## config.mk

```make
export PLATFORM = sky130hd
export DESIGN_NAME = wb_cmd_master_flat
export DESIGN_NICKNAME = d
export VERILOG_FILES = /design/src/rtl/wb_cmd_master_if.sv /design/src/rtl/wb_cmd_master.sv /design/src/flat_wrapper.sv
export SDC_FILE = /design/constraint.sdc
export NUM_CORES = 1
export LEC_CHECK = 0
export ABC_AREA = 1
export CORE_ASPECT_RATIO = 0.8
export CORE_UTILIZATION = 45
export DETAILED_ROUTE_END_ITERATION = 7
export PLACE_DENSITY = 0.93
export SLEW_MARGIN = 5
export SYNTH_ARGS = -nofsm -noshare
export SYNTH_HDL_FRONTEND = slang
export SYNTH_SLANG_ARGS = --single-unit
```

## constraint.sdc

```tcl
create_clock -name wb_clk_i -period 8.4 [get_ports wb_clk_i]
set_input_delay 1.68 -clock wb_clk_i [delete_from_list [all_inputs] [get_ports wb_clk_i]]
set_output_delay 1.68 -clock wb_clk_i [all_outputs]
set_load 0.05 [all_outputs]
```

## src/rtl/wb_cmd_master_if.sv

```systemverilog
// Command/response stream plus Wishbone classic bus signals for wb_cmd_master.
// Latency: none; signal bundle only.
// Backpressure: cmd_valid/cmd_ready and rsp_valid/rsp_ready handshakes, Wishbone ACK on the bus side.
interface wb_cmd_master_if;
    // command stream
    logic        cmd_valid;
    logic        cmd_ready;
    logic        cmd_we;
    logic [31:0] cmd_adr;
    logic [31:0] cmd_dat;
    logic [3:0]  cmd_sel;
    // response stream
    logic        rsp_valid;
    logic        rsp_ready;
    logic [31:0] rsp_dat;
    logic        rsp_err;
    // status
    logic        busy;
    // Wishbone classic initiator side
    logic        wbm_cyc_o;
    logic        wbm_stb_o;
    logic        wbm_we_o;
    logic [3:0]  wbm_sel_o;
    logic [31:0] wbm_adr_o;
    logic [31:0] wbm_dat_o;
    logic        wbm_ack_i;
    logic [31:0] wbm_dat_i;

    modport master (
        input  cmd_valid, cmd_we, cmd_adr, cmd_dat, cmd_sel,
        output cmd_ready,
        output rsp_valid, rsp_dat, rsp_err,
        input  rsp_ready,
        output busy,
        output wbm_cyc_o, wbm_stb_o, wbm_we_o, wbm_sel_o, wbm_adr_o, wbm_dat_o,
        input  wbm_ack_i, wbm_dat_i
    );

    modport slave (
        output cmd_valid, cmd_we, cmd_adr, cmd_dat, cmd_sel,
        input  cmd_ready,
        input  rsp_valid, rsp_dat, rsp_err,
        output rsp_ready,
        input  busy,
        input  wbm_cyc_o, wbm_stb_o, wbm_we_o, wbm_sel_o, wbm_adr_o, wbm_dat_o,
        output wbm_ack_i, wbm_dat_i
    );
endinterface

```

## src/rtl/wb_cmd_master.sv

```systemverilog
// Wishbone classic initiator: one command in, one single-beat bus cycle, one response out.
// Latency: accept -> rsp_valid is ack wait + 1 cycle; a full transaction takes at least 3 cycles.
// Backpressure: cmd_ready only in IDLE; response held in RESP until rsp_ready; ACK timeout bounds BUS.
module wb_cmd_master #(
    parameter int TIMEOUT_CYCLES = 255,
    parameter int CNT_W          = $clog2(TIMEOUT_CYCLES + 1)
) (
    input  logic              wb_clk_i,
    input  logic              wb_rst_i,
    wb_cmd_master_if.master   bus
);

    typedef enum logic [1:0] {
        IDLE = 2'd0,
        BUS  = 2'd1,
        RESP = 2'd2
    } state_t;

    // Last counter value before the bus cycle is abandoned: cyc stays up for TIMEOUT_CYCLES cycles.
    localparam logic [CNT_W-1:0] CNT_LAST = CNT_W'(TIMEOUT_CYCLES - 1);

    state_t            state_q;
    state_t            state_d;
    logic [CNT_W-1:0]  tmo_cnt;
    logic              rdy_en;     // low during reset, high from the first edge after release
    logic              accept;
    logic              timeout;

    logic              cyc_q;
    logic              stb_q;
    logic              we_q;
    logic [3:0]        sel_q;
    logic [31:0]       adr_q;
    logic [31:0]       dat_q;
    logic              rsp_vld_q;
    logic [31:0]       rsp_dat_q;
    logic              rsp_err_q;

    assign accept  = (state_q == IDLE) && rdy_en && bus.cmd_valid;
    assign timeout = (tmo_cnt == CNT_LAST);

    // State register; reset returns to IDLE immediately.
    always_ff @(posedge wb_clk_i or posedge wb_rst_i) begin
        if (wb_rst_i) begin
            state_q <= IDLE;
        end else begin
            state_q <= state_d;
        end
    end

    // Next-state decode; an ACK wins over a coincident timeout.
    always_comb begin
        state_d = state_q;
        case (state_q)
            IDLE: if (accept)                         state_d = BUS;
            BUS:  if (bus.wbm_ack_i || timeout)       state_d = RESP;
            RESP: if (bus.rsp_ready)                  state_d = IDLE;
            default:                                  state_d = IDLE;
        endcase
    end

    // Bus-side and response registers; wbm_* fields keep their last values between cycles.
    always_ff @(posedge wb_clk_i or posedge wb_rst_i) begin
        if (wb_rst_i) begin
            rdy_en    <= 1'b0;
            tmo_cnt   <= '0;
            cyc_q     <= 1'b0;
            stb_q     <= 1'b0;
            we_q      <= 1'b0;
            sel_q     <= '0;
            adr_q     <= '0;
            dat_q     <= '0;
            rsp_vld_q <= 1'b0;
            rsp_dat_q <= '0;
            rsp_err_q <= 1'b0;
        end else begin
            rdy_en <= 1'b1;
            case (state_q)
                IDLE: begin
                    if (accept) begin
                        we_q    <= bus.cmd_we;
                        adr_q   <= bus.cmd_adr;
                        dat_q   <= bus.cmd_dat;
                        sel_q   <= bus.cmd_sel;
                        cyc_q   <= 1'b1;
                        stb_q   <= 1'b1;
                        tmo_cnt <= '0;
                    end
                end
                BUS: begin
                    if (bus.wbm_ack_i) begin
                        cyc_q     <= 1'b0;
                        stb_q     <= 1'b0;
                        rsp_dat_q <= we_q ? 32'h0 : bus.wbm_dat_i;
                        rsp_err_q <= 1'b0;
                        rsp_vld_q <= 1'b1;
                    end else if (timeout) begin
                        cyc_q     <= 1'b0;
                        stb_q     <= 1'b0;
                        rsp_dat_q <= 32'h0;
                        rsp_err_q <= 1'b1;
                        rsp_vld_q <= 1'b1;
                    end else begin
                        tmo_cnt <= tmo_cnt + CNT_W'(1);
                    end
                end
                RESP: begin
                    if (bus.rsp_ready) begin
                        rsp_vld_q <= 1'b0;
                    end
                end
                default: begin
                    cyc_q <= 1'b0;
                    stb_q <= 1'b0;
                end
            endcase
        end
    end

    assign bus.cmd_ready = (state_q == IDLE) && rdy_en;
    assign bus.busy      = (state_q != IDLE);
    assign bus.wbm_cyc_o = cyc_q;
    assign bus.wbm_stb_o = stb_q;
    assign bus.wbm_we_o  = we_q;
    assign bus.wbm_sel_o = sel_q;
    assign bus.wbm_adr_o = adr_q;
    assign bus.wbm_dat_o = dat_q;
    assign bus.rsp_valid = rsp_vld_q;
    assign bus.rsp_dat   = rsp_dat_q;
    assign bus.rsp_err   = rsp_err_q;

endmodule

```

## src/flat_wrapper.sv

```systemverilog
// flat-port wrapper written by rule: the top's interface ports become plain ports
module wb_cmd_master_flat 
#(
    parameter int TIMEOUT_CYCLES = 255,
    parameter int CNT_W          = $clog2(TIMEOUT_CYCLES + 1)
)
  (wb_clk_i, wb_rst_i, bus_cmd_valid, bus_cmd_we, bus_cmd_adr, bus_cmd_dat, bus_cmd_sel, bus_cmd_ready, bus_rsp_valid, bus_rsp_dat, bus_rsp_err, bus_rsp_ready, bus_busy, bus_wbm_cyc_o, bus_wbm_stb_o, bus_wbm_we_o, bus_wbm_sel_o, bus_wbm_adr_o, bus_wbm_dat_o, bus_wbm_ack_i, bus_wbm_dat_i);
  wb_cmd_master_if bus_i ();
  input  logic wb_clk_i;
  input  logic wb_rst_i;
  input wire logic [$bits(bus_i.cmd_valid)-1:0] bus_cmd_valid;
  input wire logic [$bits(bus_i.cmd_we)-1:0] bus_cmd_we;
  input wire logic [$bits(bus_i.cmd_adr)-1:0] bus_cmd_adr;
  input wire logic [$bits(bus_i.cmd_dat)-1:0] bus_cmd_dat;
  input wire logic [$bits(bus_i.cmd_sel)-1:0] bus_cmd_sel;
  output wire logic [$bits(bus_i.cmd_ready)-1:0] bus_cmd_ready;
  output wire logic [$bits(bus_i.rsp_valid)-1:0] bus_rsp_valid;
  output wire logic [$bits(bus_i.rsp_dat)-1:0] bus_rsp_dat;
  output wire logic [$bits(bus_i.rsp_err)-1:0] bus_rsp_err;
  input wire logic [$bits(bus_i.rsp_ready)-1:0] bus_rsp_ready;
  output wire logic [$bits(bus_i.busy)-1:0] bus_busy;
  output wire logic [$bits(bus_i.wbm_cyc_o)-1:0] bus_wbm_cyc_o;
  output wire logic [$bits(bus_i.wbm_stb_o)-1:0] bus_wbm_stb_o;
  output wire logic [$bits(bus_i.wbm_we_o)-1:0] bus_wbm_we_o;
  output wire logic [$bits(bus_i.wbm_sel_o)-1:0] bus_wbm_sel_o;
  output wire logic [$bits(bus_i.wbm_adr_o)-1:0] bus_wbm_adr_o;
  output wire logic [$bits(bus_i.wbm_dat_o)-1:0] bus_wbm_dat_o;
  input wire logic [$bits(bus_i.wbm_ack_i)-1:0] bus_wbm_ack_i;
  input wire logic [$bits(bus_i.wbm_dat_i)-1:0] bus_wbm_dat_i;
  assign bus_i.cmd_valid = bus_cmd_valid;
  assign bus_i.cmd_we = bus_cmd_we;
  assign bus_i.cmd_adr = bus_cmd_adr;
  assign bus_i.cmd_dat = bus_cmd_dat;
  assign bus_i.cmd_sel = bus_cmd_sel;
  assign bus_cmd_ready = bus_i.cmd_ready;
  assign bus_rsp_valid = bus_i.rsp_valid;
  assign bus_rsp_dat = bus_i.rsp_dat;
  assign bus_rsp_err = bus_i.rsp_err;
  assign bus_i.rsp_ready = bus_rsp_ready;
  assign bus_busy = bus_i.busy;
  assign bus_wbm_cyc_o = bus_i.wbm_cyc_o;
  assign bus_wbm_stb_o = bus_i.wbm_stb_o;
  assign bus_wbm_we_o = bus_i.wbm_we_o;
  assign bus_wbm_sel_o = bus_i.wbm_sel_o;
  assign bus_wbm_adr_o = bus_i.wbm_adr_o;
  assign bus_wbm_dat_o = bus_i.wbm_dat_o;
  assign bus_i.wbm_ack_i = bus_wbm_ack_i;
  assign bus_i.wbm_dat_i = bus_wbm_dat_i;
  wb_cmd_master #(.TIMEOUT_CYCLES(TIMEOUT_CYCLES), .CNT_W(CNT_W)) u_core (.wb_clk_i(wb_clk_i), .wb_rst_i(wb_rst_i), .bus(bus_i));
endmodule
```

==> results.tsv <==
stage	metric	value	unit
outcome	outcome	finished, final reports clean	
final_layout	post-route-util	74.1	%
power_and_ir_drop	p_per_area	485	nW/um^2
sta	finalSetupTns	0	ns
sta	setup_viol	0	
worst_setup_path	cp_top_family	buffers and inverters	
die	coreArea	10300	um^2
sta	max_freq	0.260	GHz
global_route	grt_pass1_vias	4426	
worst_setup_path	startpoint	u_core.state_q[1]	
worst_setup_path	cp.depth	5	
placement	dp.cells	872	
worst_setup_path	r2r_slack	5.69	ns
worst_setup_path	worst_ep_arrival_time	2.17	ns
die	fp.dieW	117	um
sta	relSlewSlack	23.4	%
clocking	cts.sinks	115	
die	die_h	94.4	um
logic_synthesis	syn_area	4800	um^2
worst_setup_path	endpoint	bus_cmd_ready	
worst_setup_path	crit_type	reg2out	
clocking	cts-htree-levels	4	
clocking	numCtsBuffers	17	
logic_synthesis	seq_area_frac_synth	60.0	%
die	row_count	33	
global_route	grt_usage	24.5	%
logic_synthesis	synth_top_cells_by_count	nand2_1, dfrtp_1, inv_1, nand3_1, o21ai_1	
logic_synthesis	synthCells	544	
placement	dp_hpwl	8850	um
clocking	clkTransAtPathRegs	0.05	ns
route	post-route-drc-count	0	
logic_synthesis	synth.distinct_cells	31	
route	wl_per_cell	14.7	um
worst_setup_path	path_buf_inv	3	
route	routed_wl	13300	um
logic_synthesis	ys_ff_latch	115	
min_path	hp-class	reg2reg	
power_and_ir_drop	power_frac_comb	51.2	%
clocking	cts_tree	done	
route	dr.pass1.iters	5	
worst_setup_path	reg2reg_depth	5	
job	max_cap_violations	0	
sta	fin_crit	3.85	ns
route	ant_nets	0	
clocking	post_cts_buffers	0	
final_layout	fin_area	7650	um^2
route	drt-initial-drc-count	298	
sta	rsz0062_at_grt	false	
logic_synthesis	synthTopCellsByArea	dfrtp_1, nand2_1, nand3_1, inv_1, o21ai_1	
global_route	overflow	0	
worst_setup_path	end_kind	output pin	
worst_setup_path	startpoint_type	register	
final_layout	syn_to_final_growth	59.4	%
logic_synthesis	postSynthAreaPerCell	8.82	um^2
global_route	grt_pass1_wl	21200	um
final_layout	antennaDiodeCount	0	
worst_setup_path	crit_fanout	5	
sta	period_share	45.8	%
clocking	ctsHoldBuffers	0	
clocking	cts_resized	0	
final_layout	nFillCells	659	
route	vias	4509	
worst_setup_path	crit_required	6.72	ns
final_layout	num-nets-final	862	
logic_synthesis	synth_enable_flop_cells	0	
worst_setup_path	worstReg2RegEnd	u_core.bus.rsp_dat[19]	
logic_synthesis	synthArstFlopShare	100	%
logic_synthesis	syn-num-nets	655	
sta	tightest_slew	1.15	ns
worst_setup_path	cp_common_cell	inv_1	
logic_synthesis	synth.most_common_cell	nand2_1	
placement	placed_cell_area	6960	um^2
clocking	cts_max_path_buffers	2	
logic_synthesis	yosysWarnings	0	
die	die_area	11100	um^2
sta	hold_viol	0	
final_layout	finalNonFillerCells	904	
global_route	grt_max_degree	84	
route	drt-vias-per-instance	4.99	
power_and_ir_drop	p_sw_share	46.1	%
logic_synthesis	synth.largest_area_cell	dfrtp_1	
placement	io_buffers	212	
power_and_ir_drop	leakagePower	3.73	nW
power_and_ir_drop	clockPowerShare	22.8	%
final_layout	drive_gt1_share	6.94	%
worst_setup_path	critical_path.max_stage_delay	0.81	ns
clocking	insertion_delay	0.40	ns
min_path	hold_path_startpoint	u_core.bus.wbm_adr_o[5]	
power_and_ir_drop	p_int	2.00	mW
logic_synthesis	synthFlopType	dfrtp_1	
clocking	clock-root-buffer	clkbuf_16	
global_route	antenna_found_initial	0	
worst_setup_path	worstPathCellList	inv_1, ha_1, nand2_1, inv_1, clkdlybuf4s50_1	
sta	slew_violations	0	
min_path	hold_depth	2	
power_and_ir_drop	vdd_ir_drop_max	0.320	mV
placement	gp_congestion	0.892	
logic_synthesis	synth_top_area_share	60.0	%
worst_setup_path	r2r-start	u_core.state_q[1]	
power_and_ir_drop	p_switching	1.71	mW
power_and_ir_drop	p_seq_share	26.0	%
worst_setup_path	cp_slowest_cell	clkdlybuf4s50_1	
sta	fin_skew	0.00787	ns
die	ios	213	
die	initial_core_util	46.5	%
## per-layer routing
| metal | track usage (%) | share of wire, % | wire, um | vias to the layer above |
|---|---|---|---|---|
| li1 | - | - | - | 2094 |
| met1 | 29.5 | 40 | 5300 | 2139 |
| met2 | 40.1 | 49 | 6470 | 245 |
| met3 | 8.64 | 9.5 | 1270 | 31 |
| met4 | 11.3 | 2.1 | 276 | 0 |
| met5 | 0 | 0 | 0 | - |
## per-stage QoR
stage / setup WS, ns / hold WS, ns / total power [mW]
global placement: 4.57 / 0.463 / 2.81
CTS: 4.56 / 0.480 / 3.73
global route: 4.49 / 0.499 / 3.87
detailed placement: 4.53 / 0.465 / 2.86
finish: 4.55 / 0.480 / 3.71
floorplan: 3.68 / 0.467 / 2.20
## kinds of logic (layout without fill, tap and decap cells)
logic type | Yosys count | after routing | synth area share, %
compound gates | 43 | 43 | 5.03
xor+xnor | 1 | 1 | 0.183
fa+ha+maj | 5 | 5 | 1.30
buf+inv | 74 | 294 | 7.04
flops | 115 | 115 | 60.0
other cells | 1 | 1 | 0.0781
simple gates | 305 | 305 | 26.4
## flip-flops by register name, indices dropped and copies added, names as in the netlist
signal,count
u_core.bus.rsp_dat,32
u_core.bus.rsp_valid,1
u_core.tmo_cnt,8
u_core.bus.wbm_adr_o,32
u_core.bus.rsp_err,1
u_core.bus.wbm_dat_o,32
u_core.state_q,2
u_core.bus.wbm_we_o,1
u_core.bus.wbm_sel_o,4
u_core.rdy_en,1
u_core.bus.wbm_cyc_o,1
## power by group through the flow
stage | logic, mW | registers (mW) | clock network, mW
after floorplan | 0.407 | 1.79 | 0
after global placement | 1.86 | 0.947 | 0
after detailed placement | 1.90 | 0.957 | 0
after CTS | 1.91 | 0.962 | 0.856
after global routing | 1.99 | 0.990 | 0.882
final | 1.90 | 0.964 | 0.846
## worst register-to-register path: stages, from the launching register on
cell     delay (ns)
dfrtp_1        0.40
inv_1          0.10
ha_1           0.51
nand2_2        0.52
or2_1          0.73
o21ai_0        0.35
## layout make-up
| class | instances | area [um^2] | share of cell area [%] |
|---|---|---|---|
| flip-flops and latches | 115 | 2880 | 37.6 |
| clock inverters | 14 | 256 | 3.35 |
| inverters | 48 | 183 | 2.39 |
| well taps | 140 | 175 | 2.29 |
| repair buffers | 214 | 2140 | 27.9 |
| clock buffers | 18 | 439 | 5.74 |
| multi-input cells | 355 | 1580 | 20.7 |
## how the worst min path moves through the flow
stage,to
final,u_core.bus.wbm_adr_o[5]
after global placement,u_core.bus.wbm_adr_o[1]
after global routing,u_core.bus.wbm_dat_o[20]
after detailed placement,u_core.bus.wbm_adr_o[5]
after floorplan,u_core.state_q[1]
after CTS,u_core.bus.wbm_adr_o[5]
## layout by cell type (no fill, tap or decap), types with 6 or more instances in the layout
master           synthesis  final
o21ai_0                 14     14
inv_1                   47     46
bufinv_16                0      7
clkdlybuf4s50_1          0    212
nand2_1                238    238
clkbuf_16                0     17
dfrtp_1                115    115
nand3_1                 42     42
nor2_1                   6      6
o21ai_1                 21     21
No activity file was read; power rests on OpenSTA's default activity.
